===== src/rtl/serial_adder_dp.sv =====
// Bit-serial adder datapath: A and B shift right one bit per Sh, the sum builds up
// in A from the top down, and the carry is kept in a single flip-flop.
//
// state    | meaning
// EMPTY    | after reset, no operands loaded
// LOADED   | operands loaded, no shift done yet
// SHIFT    | addition in progress, 1..W-1 shifts done
// COMPLETE | W shifts done, Acc/Cout hold the result
module serial_adder_dp #(
    parameter int W = 4
) (
    input  logic         clk,
    input  logic         rst,
    input  logic         Ld,
    input  logic         Sh,
    input  logic [W-1:0] Ain,
    input  logic [W-1:0] Bin,
    output logic [W-1:0] Acc,
    output logic [W-1:0] Bq,
    output logic         Cout,
    output logic         Done,
    output logic         Busy,
    output logic         Err
);

    localparam int CW = $clog2(W + 1);

    typedef enum logic [1:0] {
        EMPTY    = 2'd0,
        LOADED   = 2'd1,
        SHIFT    = 2'd2,
        COMPLETE = 2'd3
    } state_t;

    state_t        state;
    logic [CW-1:0] count;
    logic          sum_bit;
    logic          carry;

    assign sum_bit = Acc[0] ^ Bq[0] ^ Cout;
    assign carry   = (Acc[0] & Bq[0]) | (Acc[0] & Cout) | (Bq[0] & Cout);

    always_ff @(posedge clk) begin
        if (rst) begin
            state <= EMPTY;
            Acc   <= '0;
            Bq    <= '0;
            Cout  <= 1'b0;
            count <= '0;
            Done  <= 1'b0;
            Busy  <= 1'b0;
            Err   <= 1'b0;
        end else begin
            Done <= 1'b0;
            Err  <= 1'b0;
            if (Ld) begin
                Acc   <= Ain;
                Bq    <= Bin;
                Cout  <= 1'b0;
                count <= '0;
                state <= LOADED;
                Busy  <= 1'b1;
            end else if (Sh) begin
                if (state == LOADED || state == SHIFT) begin
                    Acc   <= {sum_bit, Acc[W-1:1]};
                    Bq    <= {Bq[0], Bq[W-1:1]};
                    Cout  <= carry;
                    count <= count + 1'b1;
                    // count still holds the pre-shift value, so W-1 means this is shift W
                    if (count == CW'(W - 1)) begin
                        state <= COMPLETE;
                        Done  <= 1'b1;
                        Busy  <= 1'b0;
                    end else begin
                        state <= SHIFT;
                        Busy  <= 1'b1;
                    end
                end else begin
                    Err <= 1'b1;
                end
            end
        end
    end

endmodule


===== config.mk =====
export PLATFORM = sky130hd
export DESIGN_NAME = serial_adder_dp
export DESIGN_NICKNAME = d
export VERILOG_FILES = /design/src/rtl/serial_adder_dp.sv
export SDC_FILE = /design/constraint.sdc
export NUM_CORES = 1
export LEC_CHECK = 0
export ABC_AREA = 0
export BUFFER_PORTS_ARGS = -buffer_cell sky130_fd_sc_hd__buf_2
export CORE_MARGIN = 1.5
export CORE_UTILIZATION = 46
export CTS_CLUSTER_SIZE = 30
export DETAILED_ROUTE_END_ITERATION = 10
export PLACE_DENSITY = 0.73
export SLEW_MARGIN = 20
export SYNTH_ARGS = -nofsm -noshare
export SYNTH_HDL_FRONTEND = slang
export SYNTH_SLANG_ARGS = --single-unit

===== constraint.sdc =====
create_clock -name clk -period 1.95 [get_ports clk]
set_input_delay 0.39 -clock clk [delete_from_list [all_inputs] [get_ports clk]]
set_output_delay 0.39 -clock clk [all_outputs]
set_load 0.01 [all_outputs]

==> results.md, run 1 <==
Synthesis:
- The dominant register cell in the synthesized netlist is sky130_fd_sc_hd__dfxtp_1.
- In this run the biggest area consumer among cell types represents 42.90% of the synthesized area.
- In this run, synthesis inferred 0 flip-flops with an integrated enable.
- The average cell area after synthesis is 9.674 sq um.
- Counting flops with an async set or reset pin after synthesis yields a share of 0%.
- The mapped netlist covers 793.3 sq um.
- The number of warnings reported in the yosys synthesis log is 0.
- The number of nets in the synthesized netlist is 97.
- After technology mapping, the gate count stands at 82.
- By area the synthesized netlist is led by sky130_fd_sc_hd__dfxtp_1 43%, sky130_fd_sc_hd__nor3_1 12%, sky130_fd_sc_hd__a2111oi_1 6.3%.
- Summing the sequential cell areas from Yosys gives 42.90% of the chip area.
- The distinct cell type count after synthesis is 26.
- Of all cell types, the one taking the most synthesized area is sky130_fd_sc_hd__dfxtp_1.
- Synthesis inferred 17 register bits.

GRT:
- The total overflow reported by the global router is 0.
- The global-route wire length before repair is 2394 um.
- The aggregate global-route resource usage is 17.96%.
- The number of antenna violations at the first check in global routing is 0.
- The number of global-route vias before repair came to 549.
- The pin count of the biggest net entering global routing is 32.

Run:
- Max-cap violations in this run came to 0.

Clocking:
- Clock tree synthesis found a total of 17 sinks.
- The buffer count from post-CTS setup fixing is 0.
- TritonCTS built the clock tree.
- The clock network latency to the later pin of the worst-skew pair is 0.30 ns.
- The clock passes through at most 2 buffers.
- The clock transition at the registers of the reported paths is 0.10 ns.
- Post-CTS repair changed the size of 0 cells.
- The total CTS buffers is 3.
- The H-tree level count is 1.
- In this run the clock root is driven by a sky130_fd_sc_hd__clkbuf_4.
- The number of buffers added to fix hold violations after cts is 0.

Pwr:
- The cell area power density is 738.8 nW/um^2.
- The static leakage is 0.0003995 uW.
- The highest ir drop seen on vdd is 434.5 uV.

Worst setup path:
- The capture point of the worst reg-to-reg path is Acc[3].
- The minimum setup slack among reg-to-reg paths is 0.39 ns.
- Data arrives at the worst endpoint at 1.75 ns.
- The category of the most critical setup path is reg -> reg.
- For the worst setup path, the data required time is 2.14 ns.
- Tracing the worst setup path back leads to its startpoint at state[1].
- Following the worst setup path forward leads to its endpoint at Acc[3].
- The launching element type of the critical path is a flip-flop.
- The start of the worst register-to-register path is state[1].
- STA classifies the critical path endpoint as a flip-flop.
- The largest fanout on the critical path is 15.
- The worst register-to-register path has a depth of 5.

STA:
- Setup repair after global routing left no endpoint under its margin.
- The share of the clock period used by the worst path after layout is 80.04%.
- Across all setup checks in the final design, the least slack found is 0.3892 ns.
- Setup violations remaining at the end of the flow were counted as 0.
- The worst-margin pin slew is 0.5380 ns.
- The shortest period the worst path allows is 1.561 ns.
- The max-slew violation count is 0.
- For the final routed database, the setup TNS stands at 0 ns.
- Static timing analysis puts the maximum clock frequency at 640.7 MHz.
- Between clock sinks in the finished design, the worst skew comes to 0.005119 ns.
- The tightest slew margin relative to the limit is 64.13%.
- The number of hold violations in the final report is 0.

Cells and area:
- For this run, the post-layout net count is 120.
- The layout has 145 filler cells.
- The library cells used most frequently in the layout, excluding fill and tap cells, are 23 x sky130_fd_sc_hd__buf_2, 19 x sky130_fd_sc_hd__nor3_1, 17 x sky130_fd_sc_hd__dfxtp_1.
- The final cell area excluding filler cells is 924.6 sq um.
- Summing all flip-flop and latch instances after layout gives 340.3 sq um.
- The final cell count without fillers is 120.
- The number of antenna diodes in the final layout is 0.
- Cells fill 59.31% of the core in the end.
- The most frequent standard cell in the layout excluding fill and tap cells is sky130_fd_sc_hd__buf_2.
- The signed area change from the synthesized netlist to the final layout is 16.56%.
- The fraction of layout instances using a drive strength above 1 is 29.81%.
- Summing all multi-input logic gate instances after layout gives 389.1 sq um.

Placed design:
- Summed over all nets, the half-perimeter wirelength after detailed placement is 1017 um.
- The count of port buffers added during placement is 23.
- The standard cell area after detailed placement is 898.4 sq um.
- The weighted congestion reported at the end of routability-driven placement is 0.7218.
- After detailed placement, the design holds a cell count of 116.
- Prior to clock tree synthesis, the placed netlist has a worst setup slack of 0.3877 ns.

Detailed routing:
- Dividing the detail-routed via count by the number of cells gives 5.508.
- The via count of the routed design is 661.
- The detail route stage leaves a number of antenna-violating nets equal to 0.
- The DRC violation total after the first TritonRoute iteration is 9.
- In the routed design, unresolved DRC markers number 1.
- The routed design has 1464 um of wire.
- The average wire per cell in the routed design is 12.20 um.
- The first detailed-routing pass ran for 6 iterations.

Min path:
- The class of the most critical hold timing path is in -> reg.

Floorplan:
- The die extent in x is 44.53 um.
- The die covers 1982 sq um.
- Once the floorplan was initialized, standard cells occupied 50.88% of the core.
- The core region is 1559 sq um.
- The floorplan has 14 rows.
- 24 I/O pins were placed.
- The floorplan step set the die height to 44.53 um.

Run status:
- The run finished, with violations left.
- The checks that failed: design-rule violations.
## cells by family (layout without fill, tap and decap cells)
kind of cell / count (synthesis) / count (layout) / share of synthesized area [%]
AO/OA/AOI/OAI: 13 / 13 / 18.14
XOR/XNOR: 2 / 2 / 2.209
adder cells (fa/ha/maj): 3 / 3 / 5.678
buffers and inverters: 13 / 35 / 8.045
flip-flops: 17 / 17 / 42.90
multiplexers: 2 / 2 / 2.524
AND/OR/NAND/NOR: 32 / 32 / 20.51
## metal layers
metal  global-route usage, %  part of all wire [%]
met1                   19.44                    45
met2                   27.25                    46
met3                   7.347                   5.7
met4                   14.55                   3.2
met5                       0                     0
## worst min-delay path by stage
stage                     startpoint  slack, ns        to  depth (start not counted)
final                         Ain[2]       0.33    Acc[2]                          3
after global routing          Bin[3]       0.33     Bq[3]                          3
after CTS                     Ain[2]       0.32    Acc[2]                          3
after detailed placement    state[1]       0.51  state[1]                          1
after global placement      state[1]       0.49  state[1]                          1
after floorplan                  rst       0.47  count[2]                          1
## cell usage after synthesis (5+ instances only)
master	instances
sky130_fd_sc_hd__nor3_1	19
sky130_fd_sc_hd__dfxtp_1	17
sky130_fd_sc_hd__inv_1	7
sky130_fd_sc_hd__a2111oi_1	5
sky130_fd_sc_hd__nor2_1	5
## cell type report
class                      instances  area share (%)
multi-input combinational         52           42.08
sequential                        17           36.81
timing repair buffer              24           13.26
clock buffer                       4           2.842
inverter                           7           2.842
tap                               16           2.165
## per-stage QoR
step                      power [uW]  hold WS, ns
after detailed placement       500.0       0.5092
after floorplan                463.7       0.4653
after global routing           720.6       0.3276
after CTS                      692.7       0.3246
after global placement         497.3       0.4937
final                          683.1       0.3305
## where the power goes
part           internal, uW  switching, uW
sequential              367           14.3
clock                  79.9            112
combinational          48.0           61.4
## worst max-delay path, stage by stage, from the launching register on
cell                        delay, ns
sky130_fd_sc_hd__dfxtp_1         0.38
sky130_fd_sc_hd__xor2_1          0.25
sky130_fd_sc_hd__and2_1          0.16
sky130_fd_sc_hd__buf_4           0.22
sky130_fd_sc_hd__nor3_1          0.07
sky130_fd_sc_hd__a2111oi_1       0.37
## registers in the layout, indices dropped and copies added, names as in the netlist
register / flops
Bq: 4
Done: 1
state: 2
count: 3
Err: 1
Acc: 4
Busy: 1
Cout: 1
Note: power is estimated with default switching activity, not from simulation.
==> run 2, diff against run 1 <==
CORE_UTILIZATION = 44   (was 46)
clock period = 1.4 ns   (was 1.95 ns; I/O delays follow)
==> run 2 against run 1 <==
  * Combinational power grew 73%
  * Sequential cell count is the same
  * Sequential power grew 40%
  * Clock skew grew 0.0021 ns
  * The flow now finishes without violations
==> results.md, run 2 (synthesis results as in run 1) <==
Run status:
- The run finished with clean final reports.

Worst setup path:
- The capture point of the worst reg-to-reg path is Acc[3].
- The minimum setup slack among reg-to-reg paths came to 0.05 ns (-0.34 ns).
- The slowest library cell on the worst path is sky130_fd_sc_hd__fa_1.
- The worst setup path is launched from a flip-flop.
- The worst reg2reg path depth is 3 (-2).
- The stage delay of the slowest cell on the critical path is 0.55 ns (+0.17 ns).
- The required time reported for the critical path endpoint is 1.59 ns (-0.55 ns).
- The category of the most critical setup path is reg -> reg.
- The largest fanout on the critical path was 2 (-13).
- Traced cell by cell, the critical path runs through fa_1 -> nor3_2 -> a2111oi_2.
- The worst setup path startpoint is Bq[0].
- The start of the worst register-to-register path is Bq[0].
- The end point of the critical path is Acc[3].
- The worst setup path is captured at a flip-flop.
- The data arrival time of the critical path is 1.55 ns (-0.20 ns).

STA:
- The number of endpoints failing setup at the final stage is 0 (unchanged).
- The share of the clock period used by the worst path after layout is 96.67% (+17 points).
- The maximum frequency from static timing analysis is 738.9 MHz (+15%).
- The final setup skew is 0.007211 ns (+0.002092 ns).
- The setup total negative slack is 0 ns (unchanged).
- The number of hold violations in the final report came to 0 (unchanged).
- The worst-margin pin slew is 0.5109 ns (-0.02710 ns).
- The max-slew violation count is 0 (unchanged).
- Setup repair after global routing could not meet its margin everywhere.
- The tightest slew margin relative to the limit was 65.94% (+1.8 points).
- The post-route worst hold slack is 0.2317 ns (-0.09876 ns).
- The shortest period the worst path allows is 1.353 ns (-0.2075 ns).

GRT:
- The number of global-route vias before repair came to 614 (+12%).
- The global-route wire length before repair was 2539 um (+6.1%).
- The number of antenna violations at the first check in global routing was 0 (unchanged).
- The aggregate global-route resource usage is 16.87% (-1.1 points).
- The total overflow reported by the global router was 0 (unchanged).
- The pin count of the biggest net entering global routing is 29 (-9.4%).

Cells and area:
- The largest registers in the layout are Acc x4, Bq x4, count x3.
- The antenna diode count came to 0 (unchanged).
- The final core utilization was 60.07% (+0.76 points).
- The net count of the finished layout is 124 (+3.3%).
- The fraction of layout instances using a drive strength above 1 came to 43.52% (+14 points).
- Leaving out fill and tap cells, the most frequent cells in the layout are 23 x sky130_fd_sc_hd__buf_2, 18 x sky130_fd_sc_hd__nor3_1, 12 x sky130_fd_sc_hd__dfxtp_1.
- Compared with the post-synthesis result, the final layout area differs by 29.34%.
- The most frequent standard cell in the layout excluding fill and tap cells is sky130_fd_sc_hd__buf_2.
- The final cell count without fillers is 133 (+11%).
- The fill cell total of the finished layout came to 166 (+14%).

Placed design:
- The final HPWL from detailed placement was 1090 um (+7.2%).
- The count of port buffers added during placement is 23 (unchanged).
- The weighted congestion reported at the end of routability-driven placement is 0.7482 (+3.7%).
- The cell count after placement is 129 (+11%).

Detailed routing:
- The number of nets still failing antenna checks after routing came to 0 (unchanged).
- The post-route DRC violation count came to 0 (-1).
- The DRC violation total after the first TritonRoute iteration is 2 (-7).
- The routed wire length is 1660 um (+13%).
- The iteration count of the initial detailed-routing pass was 4 (-2).
- The via count of the routed design is 693 (+4.8%).
- The number of vias per cell after detailed routing came to 5.211 (-5.4%).
- The average wire per cell in the routed design came to 12.48 um (+2.3%).

Clocking:
- The largest buffer count on any clock path is 2 (unchanged).
- The number of clock sinks is 17 (unchanged).
- The clock network latency to the later pin of the worst-skew pair is 0.29 ns (about the same).
- The TritonCTS clock tree is done.
- The H-tree level count is 1 (unchanged).
- The clock transition at the registers of the reported paths was 0.11 ns (about the same).
- The total CTS buffers is 3 (unchanged).
- The clock tree root driver cell is sky130_fd_sc_hd__clkbuf_4.
- The number of buffers added to fix hold violations after cts is 0 (unchanged).

Run:
- The number of max-cap violations is 0 (unchanged).

Floorplan:
- The total core area is 1708 sq um (+9.6%).
- The effective utilization at floorplan was 46.45% (-4.4 points).
- The placement row count was 15 (+1).
- The area enclosed by the die boundary is 2067 sq um (+4.2%).
- The number of top-level pins is 24 (unchanged).
- The die extent in x is 45.46 um (+2.1%).
- The overall die height is 45.46 um (+2.1%).

Pwr:
- The static leakage came to 0.0004286 uW (+7.3%).
- The cell area power density is 961.1 nW/um^2 (+30%).
- The highest ir drop seen on vdd is 551.5 uV (+27%).

Min path:
- The count of cells along the worst hold path is 3 (unchanged).
- The path class of the tightest hold or removal check is in -> reg.
## run 2: what timing repair did
action                     4_1_cts  5_1_grt
pin swaps                        0        9
buffers inserted                 0        0
gates resized for setup          1       14
setup endpoints to repair        4       10
## run 2: worst min-delay path by stage
| stage | from | end | slack, ns |
|---|---|---|---|
| 2_1_floorplan | rst | count[2] | 0.36 |
| 4_1_cts | Ain[2] | Acc[2] | 0.24 |
| 3_5_place_dp | state[1] | state[1] | 0.48 |
| 3_3_place_gp | state[1] | state[1] | 0.47 |
| 6_report | Bin[2] | Bq[2] | 0.23 |
| 5_1_grt | Bin[0] | Bq[0] | 0.24 |
## run 2: area by class of cell
| class | count | area, sq um | share of cell area (%) |
|---|---|---|---|
| flip-flops and latches | 17 | 349.1 | 34.02 |
| inverters | 7 | 26.28 | 2.561 |
| well taps | 25 | 31.28 | 3.049 |
| clock buffers | 4 | 26.28 | 2.561 |
| multi-input cells | 52 | 432.9 | 42.20 |
| repair buffers | 28 | 160.2 | 15.61 |
## run 2: critical path: cells and delay by family, from the launching register on
kind            cells  cell delay (ns)
fa+ha+maj           1             0.55
simple gates        1             0.04
compound gates      1             0.33
flops               1             0.34
## run 2: through the flow
step | cell area [sq um] | power (uW) | setup slack (ns)
2_1_floorplan | 795.8 | 646.3 | 0.01577
3_3_place_gp | 942.2 | 706.1 | -0.008028
3_5_place_dp | 942.2 | 709.7 | -0.02435
4_1_cts | 970.9 | 969.2 | 0.02229
5_1_grt | 1026 | 1041 | -0.02509
6_report | 1026 | 986.0 | 0.04667
## run 2: layer usage
metal | vias up | GRT usage [%] | share of wire (%) | wire length [um]
met5 | - | 0 | 0 | 0
met4 | 0 | 7.059 | 1.1 | 19
met3 | 2 | 4.762 | 2.9 | 48
met2 | 12 | 26.48 | 50 | 837
met1 | 337 | 21.52 | 46 | 756
li1 | 342 | - | - | -
## run 2: power by group
part / switching, uW / internal [uW] / total, uW
Combinational: 102 / 86.4 / 189
Sequential: 20.7 / 512 / 532
Clock: 155 / 110 / 265
